### src/rtl/ecg_patch_buffer_if.sv
// Bundle of sample-input and patch-output signals for ecg_patch_buffer.
// drop_cnt is present only when ECG_PATCH_DROP_CNT_EN is defined.
interface ecg_patch_buffer_if #(
    parameter int DATA_WIDTH = 8,
    parameter int PATCH_LEN  = 15
);
    logic                         s_valid;
    logic signed [DATA_WIDTH-1:0] s_data;
    logic                         flush;
    logic signed [DATA_WIDTH-1:0] patch_o [PATCH_LEN];
    logic                         patch_valid;
    logic                         patch_ready;
    logic                         overflow;
    logic [3:0]                   fill_cnt;
`ifdef ECG_PATCH_DROP_CNT_EN
    logic [15:0]                  drop_cnt;
`endif

    // Environment side: feeds samples and consumes patches.
    modport master (
        output s_valid, s_data, flush, patch_ready,
        input  patch_o, patch_valid, overflow, fill_cnt
`ifdef ECG_PATCH_DROP_CNT_EN
        , input drop_cnt
`endif
    );

    // Buffer side.
    modport slave (
        input  s_valid, s_data, flush, patch_ready,
        output patch_o, patch_valid, overflow, fill_cnt
`ifdef ECG_PATCH_DROP_CNT_EN
        , output drop_cnt
`endif
    );
endinterface

### src/rtl/ecg_patch_buffer.sv
// Ping-pong buffer that packs serial Q4.4 ECG samples into PATCH_LEN-sample patches.
// Optional macro ECG_PATCH_DROP_CNT_EN adds a saturating 16-bit dropped-sample counter.
module ecg_patch_buffer #(
    parameter int DATA_WIDTH = 8,
    parameter int PATCH_LEN  = 15
) (
    input  logic clk,
    input  logic rst,
    ecg_patch_buffer_if.slave bus
);
    typedef enum logic [1:0] {EMPTY, ONE, BOTH} occ_e;

    logic signed [DATA_WIDTH-1:0] bank [2][PATCH_LEN];
    logic [1:0] full;
    logic       wr_sel;
    logic       rd_sel;
    logic [3:0] wr_cnt;
    occ_e       state;
    occ_e       state_nxt;

    logic do_write;
    logic do_drop;
    logic complete;
    logic accept;

    // A full write bank only happens when both banks are full, so BOTH marks a drop.
    always_comb begin
        do_write = bus.s_valid && !bus.flush && !full[wr_sel];
        do_drop  = bus.s_valid && !bus.flush && (state == BOTH);
        complete = do_write && (wr_cnt == 4'(PATCH_LEN - 1));
        accept   = full[rd_sel] && bus.patch_ready;
    end

    // NOTE: sequential state uses non-blocking assignments so every register
    // samples the pre-edge values of its neighbours.
    always_ff @(posedge clk or posedge rst) begin
        if (rst) state <= EMPTY;
        else     state <= state_nxt;
    end

    // NOTE: a default is assigned first so no path leaves state_nxt unassigned
    // (which would infer a latch).
    always_comb begin
        state_nxt = state;
        unique case (state)
            EMPTY: if (complete) state_nxt = ONE;
            ONE: begin
                if (complete && !accept)      state_nxt = BOTH;
                else if (accept && !complete) state_nxt = EMPTY;
            end
            BOTH:    if (accept) state_nxt = ONE;
            default: state_nxt = EMPTY;
        endcase
    end

    // NOTE: the sample banks are reset because patch_o must read all zeros
    // straight out of reset; otherwise data storage would be left unreset.
    always_ff @(posedge clk or posedge rst) begin
        if (rst) begin
            for (int b = 0; b < 2; b++)
                for (int i = 0; i < PATCH_LEN; i++)
                    bank[b][i] <= '0;
        end else if (do_write) begin
            bank[wr_sel][wr_cnt] <= bus.s_data;
        end
    end

    // Completion and accept always target different banks, so both may update full[].
    always_ff @(posedge clk or posedge rst) begin
        if (rst) begin
            full         <= 2'b00;
            wr_sel       <= 1'b0;
            rd_sel       <= 1'b0;
            wr_cnt       <= '0;
            bus.overflow <= 1'b0;
        end else begin
            bus.overflow <= do_drop;
            if (bus.flush) begin
                wr_cnt <= '0;
            end else if (do_write) begin
                if (complete) begin
                    full[wr_sel] <= 1'b1;
                    wr_sel       <= ~wr_sel;
                    wr_cnt       <= '0;
                end else begin
                    wr_cnt <= wr_cnt + 4'd1;
                end
            end
            if (accept) begin
                full[rd_sel] <= 1'b0;
                rd_sel       <= ~rd_sel;
            end
        end
    end

    always_comb begin
        for (int i = 0; i < PATCH_LEN; i++)
            bus.patch_o[i] = bank[rd_sel][i];
        bus.patch_valid = full[rd_sel];
        bus.fill_cnt    = wr_cnt;
    end

`ifdef ECG_PATCH_DROP_CNT_EN
    always_ff @(posedge clk or posedge rst) begin
        if (rst)
            bus.drop_cnt <= '0;
        else if (do_drop && bus.drop_cnt != 16'hFFFF)
            bus.drop_cnt <= bus.drop_cnt + 16'd1;
    end
`endif
endmodule

### src/flat_wrapper.sv
// flat-port wrapper written by rule: the top's interface ports become plain ports
module ecg_patch_buffer_flat 
#(
    parameter int DATA_WIDTH = 8,
    parameter int PATCH_LEN  = 15
)
  (clk, rst, bus_s_valid, bus_s_data, bus_flush, bus_patch_ready, bus_patch_o, bus_patch_valid, bus_overflow, bus_fill_cnt);
  ecg_patch_buffer_if #(.DATA_WIDTH(DATA_WIDTH), .PATCH_LEN(PATCH_LEN)) bus_i ();
  input  logic clk;
  input  logic rst;
  input wire logic [$bits(bus_i.s_valid)-1:0] bus_s_valid;
  input wire logic [$bits(bus_i.s_data)-1:0] bus_s_data;
  input wire logic [$bits(bus_i.flush)-1:0] bus_flush;
  input wire logic [$bits(bus_i.patch_ready)-1:0] bus_patch_ready;
  output wire logic [$bits(bus_i.patch_o)-1:0] bus_patch_o;
  output wire logic [$bits(bus_i.patch_valid)-1:0] bus_patch_valid;
  output wire logic [$bits(bus_i.overflow)-1:0] bus_overflow;
  output wire logic [$bits(bus_i.fill_cnt)-1:0] bus_fill_cnt;
  assign bus_i.s_valid = bus_s_valid;
  assign bus_i.s_data = bus_s_data;
  assign bus_i.flush = bus_flush;
  assign bus_i.patch_ready = bus_patch_ready;
  assign bus_patch_o = {>>{bus_i.patch_o}};
  assign bus_patch_valid = bus_i.patch_valid;
  assign bus_overflow = bus_i.overflow;
  assign bus_fill_cnt = bus_i.fill_cnt;
  ecg_patch_buffer #(.DATA_WIDTH(DATA_WIDTH), .PATCH_LEN(PATCH_LEN)) u_core (.clk(clk), .rst(rst), .bus(bus_i));
endmodule
### config.mk
export PLATFORM = sky130hd
export DESIGN_NAME = ecg_patch_buffer_flat
export DESIGN_NICKNAME = d
export VERILOG_FILES = /design/src/rtl/ecg_patch_buffer_if.sv /design/src/rtl/ecg_patch_buffer.sv /design/src/flat_wrapper.sv
export SDC_FILE = /design/constraint.sdc
export NUM_CORES = 1
export LEC_CHECK = 0
export ABC_AREA = 1
export BUFFER_PORTS_ARGS = -buffer_cell sky130_fd_sc_hd__buf_2
export CAP_MARGIN = 20
export CORE_MARGIN = 3
export CORE_UTILIZATION = 49
export CTS_CLUSTER_DIAMETER = 50
export DETAILED_ROUTE_END_ITERATION = 16
export GPL_ROUTABILITY_DRIVEN = 0
export GPL_TIMING_DRIVEN = 1
export PLACE_DENSITY = 0.69
export SETUP_SLACK_MARGIN = 0.5
export SLEW_MARGIN = 25
export SYNTH_ARGS = -nofsm -noshare
export SYNTH_HDL_FRONTEND = slang
export SYNTH_SLANG_ARGS = --single-unit
### constraint.sdc
create_clock -name clk -period 18.4 [get_ports clk]
set_input_delay 1.84 -clock clk [delete_from_list [all_inputs] [get_ports clk]]
set_output_delay 1.84 -clock clk [all_outputs]
set_load 0.01 [all_outputs]
**After elaboration in Yosys (flattened, before gate mapping)**

Index checks and enable logic that the tools add are counted.

- Register bits: 251
- Output and inout port bits: 126

- $add $sub $neg: 1
- Magnitude comparators: 9
- Equality and inequality tests: 6
- Muxes and demuxes: 28
- Bitwise logic cells: 9
- Reduce and logical (&&, ||, !) cells: 19

Operator list:

| operator | count |
|---|---|
| 2-to-1 mux 120 bit | 4 |
| bitwise mux 240 bit | 1 |
| demux 120 bit (select 1 bit) | 1 |
| demux 8 bit (select 4 bit) | 1 |
| 2-to-1 mux 2 bit | 8 |
| 2-to-1 mux 4 bit | 3 |
| logical AND 1 bit | 11 |
| 2-to-1 mux 8 bit | 1 |
| 2-to-1 mux 1 bit | 6 |
| case mux 2 bit (3 select lines) | 1 |
| AND reduction 3 bit | 2 |
| greater-or-equal comparator 5 bit (second input constant) | 1 |
| < comparator 5 x 1 -> 1 bit (second input constant) | 1 |
| inverter 4 -> 5 bit | 1 |
| adder 4 x 1 -> 4 bit (second input constant) | 1 |
| == test 4 bit (second input constant) | 1 |
| greater-or-equal comparator 2 bit (second input constant) | 2 |
| logical NOT 1 bit | 4 |
| < comparator 1 x 2 -> 1 bit (second input constant) | 2 |
| != test 2 x 1 -> 1 bit (second input constant) | 2 |
| inverter 1 -> 2 bit | 2 |
| != test 3 x 1 -> 1 bit (second input constant) | 1 |
| inverter 1 bit | 3 |
| AND 2 bit | 1 |
| 9 further kinds | 11 |

**Depth between registers and ports, before layout**

- Word-level depth: 10
- Depth in mapped cells: 10

**Worst setup path before layout**

Ideal clock, no wire load.

- Path type: register -> output
- Start point: reg u_core.rd_sel
- End point: out bus_patch_o[100]
- Data arrival time: 1272 ps
- Required time: 16560 ps
- Path slack: 15288 ps
- Stages on the path, launching flop included: 7
- Path buffers: 3
- Cell sequence: dfrtp_1 > clkbuf_1 > inv_2 > clkbuf_1 > clkbuf_1 > nand2_1 > nand2_1

- Word-level cells in the longest chain between the ends: 4

Ends and longest elaborated chain:

| element | line | text |
|---|---|---|
| start, declared | ecg_patch_buffer.sv:16 | `logic rd_sel;` |
| start signal, assigned | ecg_patch_buffer.sv:91 | `rd_sel <= ~rd_sel;` |
| inverter 1 -> 2 bit (implied by the code) | ecg_patch_buffer.sv:98 | `bus.patch_o[i] = bank[rd_sel][i];` |
| 2-to-1 mux 120 bit (3 in a row) | -- |  |
| end, declared | flat_wrapper.sv:15 | `output wire logic [$bits(bus_i.patch_o)-1:0] bus_patch_o;` |

No other way between the ends. The select of a mux whose other input is x is not followed.

**Final worst setup path**

- Start point: reg u_core.rd_sel
- End point: out bus_patch_o[102]

The elaborated chain is that of the path after synthesis.

==> impl_summary.md <==
Outcome
The flow ran to the end, and the final reports show no timing, DRC or antenna violations.

Route
The detail-routed via count per cell is 5.19. Once detail routing completed, the nets flagged for antenna violations numbered 0. After detailed routing, the total wire length is 27800 um. For this block, the via count after detailed routing is 8878. In the routed design, unresolved DRC markers number 0. After the first detailed-routing iteration, the DRC count stood at 634. The number of detailed-route iterations in the first pass is 6. After detailed routing, the average wire length per cell comes to 16.2 um.

Power and ir drop
The proportion of power drawn by combinational gates is 0.160. The peak ir drop on the vdd network is 0.0773 mV. The leakage dissipation is 6.79 nW. Cell internal power was estimated by the tool at 1.00 mW. Of the total power, the share spent switching nets is 0.307. The clock share of power is 0.397.

The share of power burned in registers is 0.443. Summing internal, switching and leakage power gives 1.45 mW. The switching power of the nets is 0.443 mW. Power spread over the standard cell area amounts to 114 nW/um^2.

GRT
The overflow left after global routing is 0. Entering global routing, the biggest net connects 114 pins. The initial antenna violation count is 0. The via count of the first global-routing pass is 8568. In the global route stage, overall resource usage came out at 0.230. The first global-routing pass estimated 45500 um of wire.

Timing
The count of pins over their slew limit is 0. The number of hold violations in the final report is 0. Setup repair after global routing left no endpoint under its margin. Dividing the final minimum period by the clock period gives 0.257.

The worst clock skew is 9.15 ps. Setup violations remaining at the end of the flow were counted as 0. In this run the tightest slew margin relative to its limit is 0.374. The routed design could run at a clock period as short as 4720 ps. After routing, the total negative slack on setup checks comes to 0 ps. The measured slew at the worst slew-check pin is 933 ps. The highest achievable clock rate is 212 MHz.

Flow run
Across the run, the number of max-cap violations was 0.

Yosys
The synthesized design contains 251 register bits. The cell with the most instances after synthesis is nand2_1. Of the total synthesized cell area, the portion taken by AND, OR, NAND and NOR gates is 0.257. The synthesized-area fraction occupied by ao, oa, aoi and oai cells is 0.115. The synthesized instance count is 1316.

Yosys printed 0 warnings. For this run, the leading register cell type out of synthesis is dfrtp_1. By area, the combinational part of the netlist is dominated by simple AND/OR/NAND/NOR gates. The post-synthesis share of cell area spent on xor and xnor gates is 0.00159. The fraction of the mapped netlist area in adder cells is 0.00453. The library cell occupying the most area in the post-synthesis netlist is dfrtp_1.

Averaged over all synthesized cells, the footprint is 8.40 um^2. The number of different library cells used by synthesis comes to 28. In the synthesized netlist the async set-or-reset flop fraction comes to 1.00.

The share of synthesized area in the top cell type comes to 0.568. The synthesized net count is 1333. The share of the yosys chip area belonging to registers is 0.568. Ranked by instance count, the synthesized netlist is headed by 632 x nand2_1, 251 x dfrtp_1, 221 x o21ai_0, 52 x clkbuf_1, 27 x inv_1. The portion of synthesized area spent on multiplexers is 0.

In this run, synthesis inferred 0 flip-flops with an integrated enable. The synthesized netlist occupies a cell area of 11100 um^2. Sorting the synthesized cells by area gives the leading types as dfrtp_1 57%, nand2_1 21%, o21ai_0 10%.

Floorplanning
139 I/O pins were placed. The initial utilization of the core area, before any placement, comes to 0.503. The floorplan step set the die width to 156 um. The floorplan core area is 22000 um^2.

The die area is 24400 um^2. The die is 156 um tall. The site row count is 54.

Final layout
The number of antenna diodes in the final layout is 0. The summed area of non-filler cells in the final layout is 12700 um^2. At the end of the flow, the number of nets in the layout was 1424.

Once layout is complete, the cells apart from fillers number 1710. Compared with the post-synthesis result, the final layout area differs by 14.5%. Of the cells placed in the final design, the portion with a size suffix greater than 1 is 0.162.

Worst setup path
The element type at the critical path start is a flop. The worst setup path is captured at a primary output. The critical path class is reg2out. STA puts the critical path data required time at 16560 ps. Data on the critical path arrives at its endpoint at 2880 ps. In this run the register-to-register setup slack is 15180 ps. Along the worst path, the maximum fanout reaches 71.

Clock tree
The clock tree from TritonCTS is done. Post-CTS repair changed the size of 0 cells. Counting the buffers created by CTS gives 29. The cell sitting at the root of the clock tree is a clkbuf_16.

The worst-case clock buffer depth is 3. Clock tree synthesis found a total of 251 sinks. In this run the number of H-tree levels came out at 1. The clock insertion delay at the later pin of the skew report is 530 ps.

The number of setup buffers added after CTS is 0. Clock-pin slew was measured on the worst setup and hold paths at 60 ps. The post-cts hold buffer count is 0.

Place
Detailed placement ended at an HPWL of 16900 um. The number of placed cells counting well taps is 1656. After detailed placement, the total cell area comes to 11700 um^2. Buffers placed on the I/O ports in this run total 138.

Min path
The class of the worst hold path is reg2reg.
==> per-stage QoR <==
step | setup slack, ps | hold WS, ps | util
floorplan | 9660 | 426 | -
global placement | 14220 | 438 | 0.532
detailed placement | 14240 | 459 | 0.532
CTS | 13620 | 466 | 0.576
global route | 13440 | 490 | 0.576
finish | 13680 | 463 | 0.576
==> power groups by stage <==
stage	clock, mW	combinational [mW]	sequential (mW)
after floorplan	0	0.177	0.622
after global placement	0	0.229	0.650
after detailed placement	0	0.232	0.649
after CTS	0.582	0.235	0.640
after global routing	0.608	0.261	0.647
final	0.574	0.232	0.641
==> area by class of cell <==
cell class	instances	area [um^2]
Timing Repair Buffer	147	762
Clock inverter	14	169
Fill cell	1979	9300
Inverter	28	115
Multi-Input combinational cell	950	4180
Tap cell	280	350
Clock buffer	40	797
Sequential cell	251	6280
==> placed cells by master, fill, tap and decap left out <==
cell / Yosys / routed
nand2_1: 632 / 632
dfrtp_1: 251 / 250
o21ai_0: 221 / 221
buf_2: 11 / 138
clkbuf_16: 0 / 29
inv_1: 27 / 22
nor2_1: 20 / 20
nand3_1: 19 / 19
o21ai_1: 16 / 16
nand2_4: 14 / 14
o21ai_2: 8 / 8
clkbuf_1: 52 / 8
buf_4: 3 / 8
nand3_4: 5 / 5
ha_1: 4 / 4
clkinv_2: 0 / 4
inv_2: 1 / 3
inv_6: 0 / 3
bufinv_16: 0 / 3
clkbuf_8: 0 / 3
xor2_1: 2 / 2
nor3_1: 2 / 2
clkinvlp_4: 0 / 2
clkinv_4: 0 / 2
nand2_2: 1 / 1
nor2_4: 1 / 1
nor2_2: 1 / 1
nor3_4: 1 / 1
inv_4: 0 / 1
or2_2: 1 / 1
a21boi_0: 1 / 1
a21oi_1: 1 / 1
inv_8: 0 / 1
clkinv_1: 0 / 1
buf_6: 14 / 1
dfrtp_4: 0 / 1
==> path summary, 6_finish.rpt <==
kind	startpoint	end	cells after the start
setup / recovery	u_core.rd_sel	bus_patch_o[102]	5
hold / removal	u_core.state[0]	u_core.bus.overflow	1
min in group asynchronous	rst	u_core.bank[129]	2
setup reg to reg	u_core.wr_sel	u_core.bank[217]	7
max in group asynchronous	rst	u_core.bank[160]	3
hold reg to reg	u_core.state[0]	u_core.bus.overflow	1
==> sequential cells by signal, summed over array words and instances (netlist names) <==
name / flops
u_core.state: 2
u_core.bus.overflow: 1
u_core.full: 2
u_core.bank: 240
u_core.bus.fill_cnt: 4
u_core.rd_sel: 1
u_core.wr_sel: 1
==> cells by family after synthesis <==
family                     Yosys count
adders and majority gates            4
DFF                                251
and+or+nand+nor                    697
xor gates and xnor gates             2
buffers and inverters              115
AOI/OAI and AO/OA                  247
==> metal layers <==
metal / global-route usage / part of all wire / vias up
li1: - / - / 4347
met3: 0.0313 / 0.059 / 48
met2: 0.376 / 0.46 / 247
met5: 0 / 0 / -
met4: 0.0525 / 0.019 / 0
met1: 0.331 / 0.46 / 4236
==> worst max-delay path, cell delays in order, from the launching register on <==
cell and delay [ps]:
dfrtp_4 720, inv_4 530, buf_4 710, nand2_1 120, nand2_1 110, buf_2 130
(Power assumes the default switching activity.)
